## src/rtl/parity_error_logger.sv

```systemverilog
// Parity error logger: counts words and parity failures during an address scan and
// captures failing words in a fall-through FIFO. Optional PARITY_RECHECK_EN adds checker_fault.
module parity_error_logger #(
   parameter int ADDR_W = 4,
   parameter int DEPTH  = 4,
   parameter int CNT_W  = 5
) (
   input  logic              clk,
   input  logic              reset,
   input  logic              start,
   input  logic              in_valid,
   input  logic [ADDR_W-1:0] in_addr,
   input  logic [7:0]        in_data,
   input  logic              in_parity,
   input  logic              in_ok,
   input  logic              rd_en,
   output logic [ADDR_W+8:0] rd_data,
   output logic              fifo_empty,
   output logic              fifo_full,
   output logic              overflow,
   output logic [CNT_W-1:0]  word_count,
   output logic [CNT_W-1:0]  err_count,
   output logic              busy,
   output logic              scan_done,
   output logic              scan_pass,
`ifdef PARITY_RECHECK_EN
   output logic              checker_fault,
`endif
   output logic [1:0]        fsm_state
);

   localparam logic [1:0] IDLE = 2'd0;
   localparam logic [1:0] SCAN = 2'd1;
   localparam logic [1:0] DONE = 2'd2;

   localparam int PTR_W   = $clog2(DEPTH);
   localparam int ENTRY_W = ADDR_W + 9;
   localparam logic [PTR_W:0] FULL_CNT = (PTR_W+1)'(DEPTH);

   logic [1:0]         state;
   logic [ENTRY_W-1:0] mem [DEPTH];
   logic [PTR_W-1:0]   wr_ptr;
   logic [PTR_W-1:0]   rd_ptr;
   logic [PTR_W:0]     count;

   logic restart;
   logic accept;
   logic push_req;
   logic pop;
   logic do_push;
   logic last_word;

   // Handshake: a word is consumed on any rising edge with in_valid=1 while SCAN;
   // there is no back-pressure. A pop happens on rd_en=1 only when the FIFO is non-empty.
   assign restart   = start && (state != SCAN);
   assign accept    = (state == SCAN) && in_valid;
   assign push_req  = accept && !in_ok;
   assign pop       = rd_en && !fifo_empty;
   assign do_push   = push_req && (!fifo_full || pop);
   assign last_word = accept && (in_addr == {ADDR_W{1'b1}});

   assign fifo_empty = (count == '0);
   assign fifo_full  = (count == FULL_CNT);
   assign rd_data    = fifo_empty ? '0 : mem[rd_ptr];
   assign busy       = (state == SCAN);
   assign scan_done  = (state == DONE);
   assign scan_pass  = (state == DONE) && (err_count == '0);
   assign fsm_state  = state;

   always_ff @(posedge clk or negedge reset) begin
      if (!reset) begin
         state <= IDLE;
      end else begin
         case (state)
            IDLE:    if (start) state <= SCAN;
            SCAN:    if (last_word) state <= DONE;
            DONE:    if (start) state <= SCAN;
            default: state <= IDLE;
         endcase
      end
   end

   always_ff @(posedge clk or negedge reset) begin
      if (!reset) begin
         word_count <= '0;
         err_count  <= '0;
      end else if (restart) begin
         word_count <= '0;
         err_count  <= '0;
      end else if (accept) begin
         if (word_count != {CNT_W{1'b1}}) word_count <= word_count + CNT_W'(1);
         if (!in_ok && (err_count != {CNT_W{1'b1}})) err_count <= err_count + CNT_W'(1);
      end
   end

   // Clearing on restart takes priority over any read issued in the same cycle.
   always_ff @(posedge clk or negedge reset) begin
      if (!reset) begin
         wr_ptr   <= '0;
         rd_ptr   <= '0;
         count    <= '0;
         overflow <= 1'b0;
      end else if (restart) begin
         wr_ptr   <= '0;
         rd_ptr   <= '0;
         count    <= '0;
         overflow <= 1'b0;
      end else begin
         if (do_push) wr_ptr <= wr_ptr + PTR_W'(1);
         if (pop) rd_ptr <= rd_ptr + PTR_W'(1);
         if (do_push && !pop) count <= count + (PTR_W+1)'(1);
         else if (pop && !do_push) count <= count - (PTR_W+1)'(1);
         if (push_req && !do_push) overflow <= 1'b1;
      end
   end

   always_ff @(posedge clk) begin
      if (do_push && !restart) mem[wr_ptr] <= {in_addr, in_data, in_parity};
   end

`ifdef PARITY_RECHECK_EN
   logic recheck_bad;
   assign recheck_bad = ((^in_data) == in_parity) != in_ok;

   always_ff @(posedge clk or negedge reset) begin
      if (!reset) checker_fault <= 1'b0;
      else if (restart) checker_fault <= 1'b0;
      else if (accept && recheck_bad) checker_fault <= 1'b1;
   end
`endif

endmodule
```

## config.mk

```make
export PLATFORM = sky130hd
export DESIGN_NAME = parity_error_logger
export DESIGN_NICKNAME = d
export VERILOG_FILES = /design/src/rtl/parity_error_logger.sv
export SDC_FILE = /design/constraint.sdc
export NUM_CORES = 1
export LEC_CHECK = 0
export CORE_MARGIN = 1
export CORE_UTILIZATION = 53
export DETAILED_ROUTE_END_ITERATION = 10
export GPL_ROUTABILITY_DRIVEN = 0
export HOLD_SLACK_MARGIN = 0.15
export PLACE_DENSITY = 0.82
export SLEW_MARGIN = 40
export SYNTH_ARGS = -nofsm -noshare
export SYNTH_HDL_FRONTEND = slang
export SYNTH_SLANG_ARGS = --single-unit
```

## constraint.sdc

```tcl
create_clock -name clk -period 2.3 [get_ports clk]
set_input_delay 0.575 -clock clk [delete_from_list [all_inputs] [get_ports clk]]
set_output_delay 0.575 -clock clk [all_outputs]
set_load 0.1 [all_outputs]
```

# [Yosys cells after proc, flatten, opt, wreduce, memory -nomap -nowiden]
# Memories as Yosys holds them, arrays and structs flattened.
# Cells that the tools add are included.
[word_totals] ff_bits=20 ramBits=52 inputBits=19 output_inout_bits=31 word_cells=77 memories=1
[classes] addsub=6 eq_ne=9 mux=21 reduce_logical=33
[memory_table] name="mem" words=4 word_bits=13 rd=1 rd_clocked_by_memory_dff=0 write_ports=1 line_no="41" text="logic [ENTRY_W-1:0] mem [DEPTH];"
[ops] op="5-bit two-way mux" count=6
[ops] op="13-bit two-way mux" count=1
[ops] op="1-bit logical AND" count=12
[ops] op="2-bit two-way mux" count=6
[ops] op="2-bit nonzero test" count=6
[ops] op="5-bit by 1-bit adder with 5-bit output (second input constant)" count=2
[ops] op="5-bit != test (second input constant)" count=2
[ops] op="3-bit two-way mux" count=3
[ops] op="1-bit zero test" count=6
[ops] op="2-bit by 1-bit != test with 1-bit output (second input constant)" count=3
[ops] op="2-bit AND reduction" count=3
[ops] op="5-bit zero test" count=1
[ops] op="2-bit by 1-bit adder with 2-bit output (second input constant)" count=2
[ops] op="4-bit equality test (second input constant)" count=1
[ops] op="1-bit two-way mux" count=4
[ops] op="2-bit case mux with 2 select lines" count=1
[ops] op="3-bit by 1-bit adder with 3-bit output (second input constant)" count=1
[ops] op="3-bit equality test (second input constant)" count=1
[ops] op="3-bit zero test" count=1
[ops] op="3-bit nonzero test" count=1
[ops] op="3-bit by 1-bit subtractor with 3-bit output (second input constant)" count=1
[ops] op="2-bit by 1-bit equality test with 1-bit output (second input constant)" count=1
[ops] op="2-bit equality test (second input constant)" count=1
[ops] op="2-bit zero test" count=1
[ops] op="other kinds (2)" count=2

# [Depth between registers and ports, before layout]
# Gate-level depths: netlist of run 1.
[depth] ltp_word=10 ltp_mapped=7 mapped_depth_nobuf=7

# [Worst setup path before layout of run 1]
# Ideal clock, no wire load.
[synth_path] path_kind="register to output" from="reg state[1] (netlist: fsm_state[1])" to="out scan_pass" arrival_time_ns=4.028 t_required_ns=1.725 setup_slack_ns=-2.303 path_stages_with_launch=3 path_buffers=0 cell_sequence="dfrtp_1 > nand2b_1 > nor4_1"
[synth_between] elab_chain_len=2
[synth_rtl] item="start, declared" line_no="40" text="logic [1:0] state;"
[synth_rtl] item="start signal, assigned" line_no="72" text="state <= IDLE;"
[synth_rtl] item="start signal, assigned" line_no="75" text="IDLE: if (start) state <= SCAN;"
[synth_rtl] item="start signal, assigned" line_no="76" text="SCAN: if (last_word) state <= DONE;"
[synth_rtl] item="2-bit equality test" line_no="67" text="assign scan_pass = (state == DONE) && (err_count == '0);"
[synth_rtl] item="1-bit logical AND" line_no="67"
[synth_rtl] item="end, declared" line_no="25" text="output logic scan_pass,"
# No other way between the ends.

# [Worst setup path in the final report of run 1]
[layout_path] from="reg rd_ptr[0]" to="out rd_data[11]"
[layout_between] elab_chain_len=2
[layout_rtl] item="start, declared" line_no="43" text="logic [PTR_W-1:0] rd_ptr;"
[layout_rtl] item="start signal, assigned" line_no="110" text="if (pop) rd_ptr <= rd_ptr + PTR_W'(1);"
[layout_rtl] item="memory read 4 x 13 bit"
[layout_rtl] item="13-bit two-way mux" line_no="64" text="assign rd_data = fifo_empty ? '0 : mem[rd_ptr];"
[layout_rtl] item="end, declared" line_no="17" text="output logic [ADDR_W+8:0] rd_data,"
# No other way between the ends.

==> metrics.txt, run 1 <==
Worst-Skew Late Latency 0.34 ns; largest area contributor in the netlist edfxtp_1; synthesized netlist cell count 203; largest cells by area after synthesis edfxtp_1, dfrtp_1, mux4_2; TritonCTS buffer count 9; Pins Over Slew Limit 0; #FFs+latches synth 72; most common cell after layout, fill and taps aside edfxtp_1; Die Area 6250 um2; CTS root buf clkbuf_8; initial DRC count 137; ANT cells 0; CP Launch Type register; initial antenna violation count 0; Starting Density 0.561; core area 5610 um2; Avg Synthesized Cell Area 15.5 um2; CP Capture Type primary output; Ports 50; dominant synthesized flop cell edfxtp_1; Residual DRC 0; hold_ws 0.520 ns; final WL 6860 um; YS warnings 0; final worst-path cycle share 1.01; Final setup viols 13; # H-tree levels 3; Nets 308; leading cell types in the layout, fill and taps excluded edfxtp_1, buf_4, buf_12; DR vias/cell 5.62; number of synthesized flops with an enable pin 52; Max Freq 428 MHz; number of global-route vias before repair 2130; failing checks negative setup slack; largest net degree at the start of global routing 21; final worst slack -0.0342 ns; Filler Cell Count 338; port buffer count 49; Async SR Flop Fraction 0.278; Util after Layout 0.772; CP Class register to primary output; first-pass GRT wire length 11000 um; Slew @ Worst Pin 0.290 ns; Sink Count 72; slew margin rel. 0.805; global route overflow 0; die span in y 79.1 um; via count 1988; final hold vios 0; final clock skew 0.00748 ns; post-synthesis cell type count 42; Post-DP Area 4070 um2; Area Overhead vs Synth 37.5%; cell area after layout 4330 um2; CP max FO 8; TritonRoute pass-1 iters 5; CP Data Arrival Time 1.76 ns; outcome finished with violations; post-route minimum period 2.33 ns; mapped cell area 3150 um2; RSZ-0062 raised after global routing yes; clock-pin slew on the worst setup and hold paths 0.07 ns; share of layout cells above drive strength 1 0.418; total placed cells including tap cells 338; Die Width 79.1 um; post-synth top area share 0.496; register area share after synthesis 0.655; Non-Filler Instances 354; # rows 27; clock buffer depth 2; Syn Nets 232; total track usage 0.251; post-route antenna net violation count 0; DR WL/cell 19.4 um; WP data required 1.73 ns; max_cap viols 0; CTS tree yes; post-DP HPWL 4610 um; worst hold path class register to register
[cell usage after synthesis (6+ instances only)]
cell type	count
and2_1	17
dfrtp_1	20
edfxtp_1	52
ha_1	9
inv_1	11
mux4_2	13
nand2_1	6
nor2_1	13
[worst paths after layout]
| path | depth (start not counted) | slack, ns | endpoint | start |
|---|---|---|---|---|
| min in group asynchronous | 2 | 0.57 | word_count[3] | reset |
| max in group asynchronous | 2 | 1.48 | err_count[1] | reset |
| min reg2reg | 1 | 0.52 | fsm_state[0] | fsm_state[0] |
| min | 1 | 0.52 | fsm_state[0] | fsm_state[0] |
| max reg2reg | 8 | 0.15 | count[2] | count[1] |
| max | 4 | -0.03 | rd_data[11] | rd_ptr[0] |
[registers in the layout (all words and copies together) (netlist names)]
| signal | cells |
|---|---|
| wr_ptr | 2 |
| rd_ptr | 2 |
| overflow | 1 |
| word_count | 5 |
| mem | 52 |
| count | 3 |
| err_count | 5 |
| fsm_state | 2 |
[critical path: stages (launching register included)]
cell and delay (ns):
dfrtp_1 0.41, buf_12 0.16, mux4_2 0.51, and2_4 0.17
buf_12 0.16
[layer usage]
| metal | routed length (um) | part of all wire | global-route usage |
|---|---|---|---|
| met1 | 2570 | 0.37 | 0.293 |
| met2 | 3870 | 0.56 | 0.445 |
| met3 | 341 | 0.050 | 0.0598 |
| met4 | 78 | 0.011 | 0.100 |
| met5 | 0 | 0 | 0 |
[cell type report]
type	count	area, um2	area share
multi-input cells	112	1070	0.247
clock buffers	10	128	0.0295
clock inverters	4	71.3	0.0165
inverters	11	41.3	0.00954
well taps	72	90.1	0.0208
repair buffers	73	850	0.196
flip-flops and latches	72	2080	0.481
[kinds of logic (layout without fill, tap and decap cells)]
| group | after synthesis | after routing | share of synthesized area |
|---|---|---|---|
| adders and majority gates | 10 | 10 | 0.0421 |
| muxes | 14 | 14 | 0.0966 |
| AOI/OAI and AO/OA | 19 | 19 | 0.0457 |
| xor gates and xnor gates | 8 | 8 | 0.0223 |
| buffers and inverters | 19 | 98 | 0.0262 |
| DFF | 72 | 72 | 0.655 |
| and+or+nand+nor | 61 | 61 | 0.112 |
[through the flow]
stage          setup slack [ns]  setup TNS, ns
6_report                -0.0342         -0.282
5_1_grt                  -0.106          -1.16
4_1_cts                 -0.0710         -0.785
3_5_place_dp             -0.336          -6.96
3_3_place_gp             -0.224          -5.24
2_1_floorplan            -0.235         -0.235
[repair_timing]
item / in CTS / in global routing
endpoints found under the setup margin: 15 / 15
gates cloned: 1 / 0
gates resized for setup: 20 / 7
hold buffers: 0 / 0
pin swaps: 11 / 5
buffers inserted: 3 / 0
Power of run 1 is not shown: default switching activity piles up to over one toggle a cycle in this logic, so the estimate is an artifact.
==> inputs of run 2 (changes only) <==
- ABC_AREA: default -> 0
- ABC_CLOCK_PERIOD_IN_PS: default -> 2500
- clock period: 2.3 -> 2.5 ns (I/O delays scaled with it)
==> metrics.txt, run 2 (synthesized netlist as in run 1, its figures left out) <==
outcome finished clean; Biggest register mem; CP Capture Type primary output; # H-tree levels 3; biggest regs mem (52), err_count (5), word_count (5); hold path start overflow; Worst R2R End count[2]; CP max FO 5; initial DRC count 112; initial antenna violation count 0; Slew @ Worst Pin 0.427 ns; Residual DRC 0; hold_ws 0.522 ns; Final setup viols 0; clock buffer depth 2; CTS tree yes; post-CTS setup buffers 0; beginning of the critical path rd_ptr[0]; total track usage 0.227; RR Startpoint count[1]; Global Route met2 Usage 0.378; number of global-route vias before repair 2013; Sink Count 72; worst hold path class register to register; area of the multi-input gates 1020 um2; Nets 302; FF-to-FF setup slack 0.35 ns; final WL 6430 um; clock-pin slew on the worst setup and hold paths 0.07 ns; max reg flops 52; RSZ-0062 raised after global routing yes; TritonRoute pass-1 iters 4; leading cell types in the layout, fill and taps excluded edfxtp_1, buf_4, buf_12; core area 5610 um2; slew margin rel. 0.716; CTS root buf clkbuf_8; Starting Density 0.561; Ports 50; Pins Over Slew Limit 0; CTS Hold Buffers Added 0; largest net degree at the start of global routing 21; Area Overhead vs Synth 34.5%; TritonCTS buffer count 9; CTS resizes 2; CP Data Arrival Time 1.83 ns; post-DP HPWL 4350 um; post-route minimum period 2.46 ns; # rows 27; Filler Cell Count 338; share of layout cells above drive strength 1 0.344; most common cell after layout, fill and taps aside edfxtp_1; Reg2Reg Depth 7; Die Width 79.1 um; final worst-path cycle share 0.984; grt met3 use 0.0460; DR vias/cell 5.60; M1 GR Usage 0.281; final clock skew 0.00778 ns; WP data required 1.88 ns; CP Class register to primary output; Setup crit end rd_data[1]; Worst-Skew Late Latency 0.34 ns; ANT cells 0; Max Freq 407 MHz; final hold vios 0; port buffer count 49; DR WL/cell 18.5 um; first-pass GRT wire length 10100 um; Die Area 6250 um2; grt peak-use layer met2; post-route setup TNS 0 ns; die span in y 79.1 um; post-route antenna net violation count 0; max_cap viols 0; register area 2080 um2; via count 1948; CP Launch Type register; global route overflow 0
-- run 2: cell types whose count changed in the layout (fill, tap and decap cells not counted), sizes merged --
cell	delta
buf	-6
clkinv	+2
clkbuf	-1
clkdlybuf4s50	+1
clkinvlp	-1
dlygate4sd2	-1
-- run 2: critical path, stage by stage (launching register included) --
cell	delay, ns
dfrtp_1	0.40
buf_4	0.19
mux4_2	0.51
and2_2	0.23
buf_12	0.16
-- run 2: final cells by class --
class / instances / area share
clock buffer: 9 / 0.0292
clock inverter: 5 / 0.0174
inverter: 11 / 0.00975
multi-input combinational: 112 / 0.242
sequential: 72 / 0.490
tap: 72 / 0.0213
timing repair buffer: 67 / 0.190
-- run 2: per-stage QoR --
stage                     instances  utilization  setup slack [ns]  instance area, um2
after floorplan                 203            -           -0.0851                3180
after CTS                       348        0.754            0.0376                4230
after detailed placement        334        0.718            -0.217                4020
after global placement          334        0.718           -0.0851                4020
final                           348        0.755            0.0403                4240
after global routing            348        0.755           -0.0104                4240
-- run 2: how the worst min path moves through the flow --
stage / to / slack (ns) / cells after the start
3_3_place_gp: overflow / 0.49 / 2
2_1_floorplan: count[0] / 0.33 / 0
6_report: overflow / 0.52 / 2
5_1_grt: overflow / 0.55 / 2
3_5_place_dp: overflow / 0.50 / 2
4_1_cts: overflow / 0.53 / 2
-- run 2: layer usage --
layer  part of all wire  vias to the layer above  wire (um)
met1               0.41                      977       2620
met3              0.037                       12        238
met4              0.021                        0        138
met5                  0                        -          0
met2               0.53                       59       3430
li1                   -                      900          -
Power of run 2 is left out for the same reason.
==> inputs of run 3 (changes only) <==
- ABC_CLOCK_PERIOD_IN_PS: 2500 -> 3140
- CORE_UTILIZATION: 53 -> 57
- CTS_CLUSTER_DIAMETER: default -> 80
- PLACE_DENSITY: 0.82 -> 0.87
- RECOVER_POWER: default -> 50
- clock period: 2.5 -> 3.14 ns (I/O delays scaled with it)
==> metrics.txt, run 3 (synthesized netlist as in run 1, its figures left out) <==
CP Capture Type primary output; Sink Count 72; global route overflow 0; Die Width 76.3 um; CTS Hold Buffers Added 0; clock-pin slew on the worst setup and hold paths 0.07 ns; beginning of the critical path count[0]; Filler Cell Count 331; Slew @ Worst Pin 1.17 ns; leading cell types in the layout, fill and taps excluded edfxtp_1, dfrtp_1, buf_4; M1 GR Usage 0.295; post-DP HPWL 3950 um; most common cell after layout, fill and taps aside edfxtp_1; CP Data Arrival Time 1.94 ns; Residual DRC 0; Nets 296; WP data required 2.35 ns; Area Overhead vs Synth 27.0%; CTS root buf clkbuf_8; number of global-route vias before repair 1888; # rows 26; CP Cell Sequence or3_1 -> and2_2 -> buf_12; Pins Over Slew Limit 0; Max Freq 366 MHz; clock buffer depth 2; total track usage 0.221; initial antenna violation count 0; total placed cells including tap cells 326; final clock skew 0.00965 ns; Global Route met2 Usage 0.350; initial DRC count 189; die span in y 76.3 um; core area 5200 um2; largest net degree at the start of global routing 21; post-route minimum period 2.73 ns; DR WL/cell 16.9 um; post-route setup TNS 0 ns; grt peak-use layer met2; Critical-path top delay cell or3_1; grt met3 use 0.0467; TritonRoute pass-1 iters 4; final hold vios 0; post-route antenna net violation count 0; FF-to-FF setup slack 0.60 ns; first-pass GRT wire length 9500 um; Final setup viols 0; Reg2Reg Depth 6; via count 1933; port buffer count 49; ANT cells 0; critical path's largest stage delay 0.66 ns; slew margin rel. 0.226; Die Area 5820 um2; RSZ-0062 raised after global routing no; worst hold path class register to register; share of layout cells above drive strength 1 0.250; Ports 50; Starting Density 0.605; max reg flops 52; Non-Filler Instances 342; final WL 5790 um; TritonCTS buffer count 9; CP max FO 18; Setup crit end rd_data[1]; final worst-path cycle share 0.869; CP Launch Type register; CP Class register to primary output; outcome finished clean; biggest regs mem (52), err_count (5), word_count (5); CTS resizes 0; max_cap viols 0; DR vias/cell 5.65; CTS tree yes; # H-tree levels 3; Worst R2R End count[1]; Biggest register mem; RR Startpoint count[0]; post-CTS setup buffers 0; Worst-Skew Late Latency 0.35 ns
-- run 3: changes by cell type in the layout (fill, tap and decap cells not counted), moves of 6 or more --
cell | before | now
clkdlybuf4s50_1 | 18 | 3
dlygate4sd3_1 | 0 | 15
clkbuf_1 | 0 | 13
buf_4 | 28 | 19
dfrtp_1 | 12 | 20
buf_12 | 20 | 13
dfrtp_2 | 6 | 0
-- run 3: worst min-delay path by stage --
stage | cells after the start | endpoint | slack, ns | startpoint
3_3_place_gp | 2 | overflow | 0.50 | overflow
2_1_floorplan | 0 | count[0] | 0.49 | reset
4_1_cts | 2 | overflow | 0.52 | overflow
3_5_place_dp | 2 | overflow | 0.51 | overflow
6_report | 2 | overflow | 0.51 | overflow
5_1_grt | 1 | word_count[4] | 0.57 | word_count[4]
-- run 3: worst max-delay path: cells and delay by family (launching register included) --
kind	cells	cell delay [ns]
and+or+nand+nor	2	0.98
buffers and inverters	1	0.16
DFF	1	0.46
-- run 3: routing by layer --
metal | share of wire | wire [um] | vias up
met1 | 0.44 | 2550 | 972
li1 | - | - | 885
met2 | 0.50 | 2880 | 63
met3 | 0.041 | 239 | 13
met4 | 0.020 | 114 | 0
met5 | 0 | 0 | -
-- run 3: layout make-up --
type                       count  area (um2)  share of cell area
clock buffer                  11         131              0.0329
clock inverter                 5        33.8             0.00845
inverter                      11        41.3              0.0103
multi-input combinational    112        1020               0.255
sequential                    72        2060               0.516
tap                           70        87.6              0.0219
timing repair buffer          61         624               0.156
-- run 3: stage by stage --
stage | util | instance area, um2 | hold slack, ns | setup slack, ns
finish | 0.768 | 4000 | 0.511 | 0.411
global route | 0.768 | 4000 | 0.567 | 0.323
CTS | 0.776 | 4040 | 0.524 | 0.386
detailed placement | 0.744 | 3870 | 0.508 | 0.137
global placement | 0.744 | 3870 | 0.497 | 0.242
floorplan | - | 3160 | 0.489 | 0.0859
Power of run 3 is left out for the same reason.
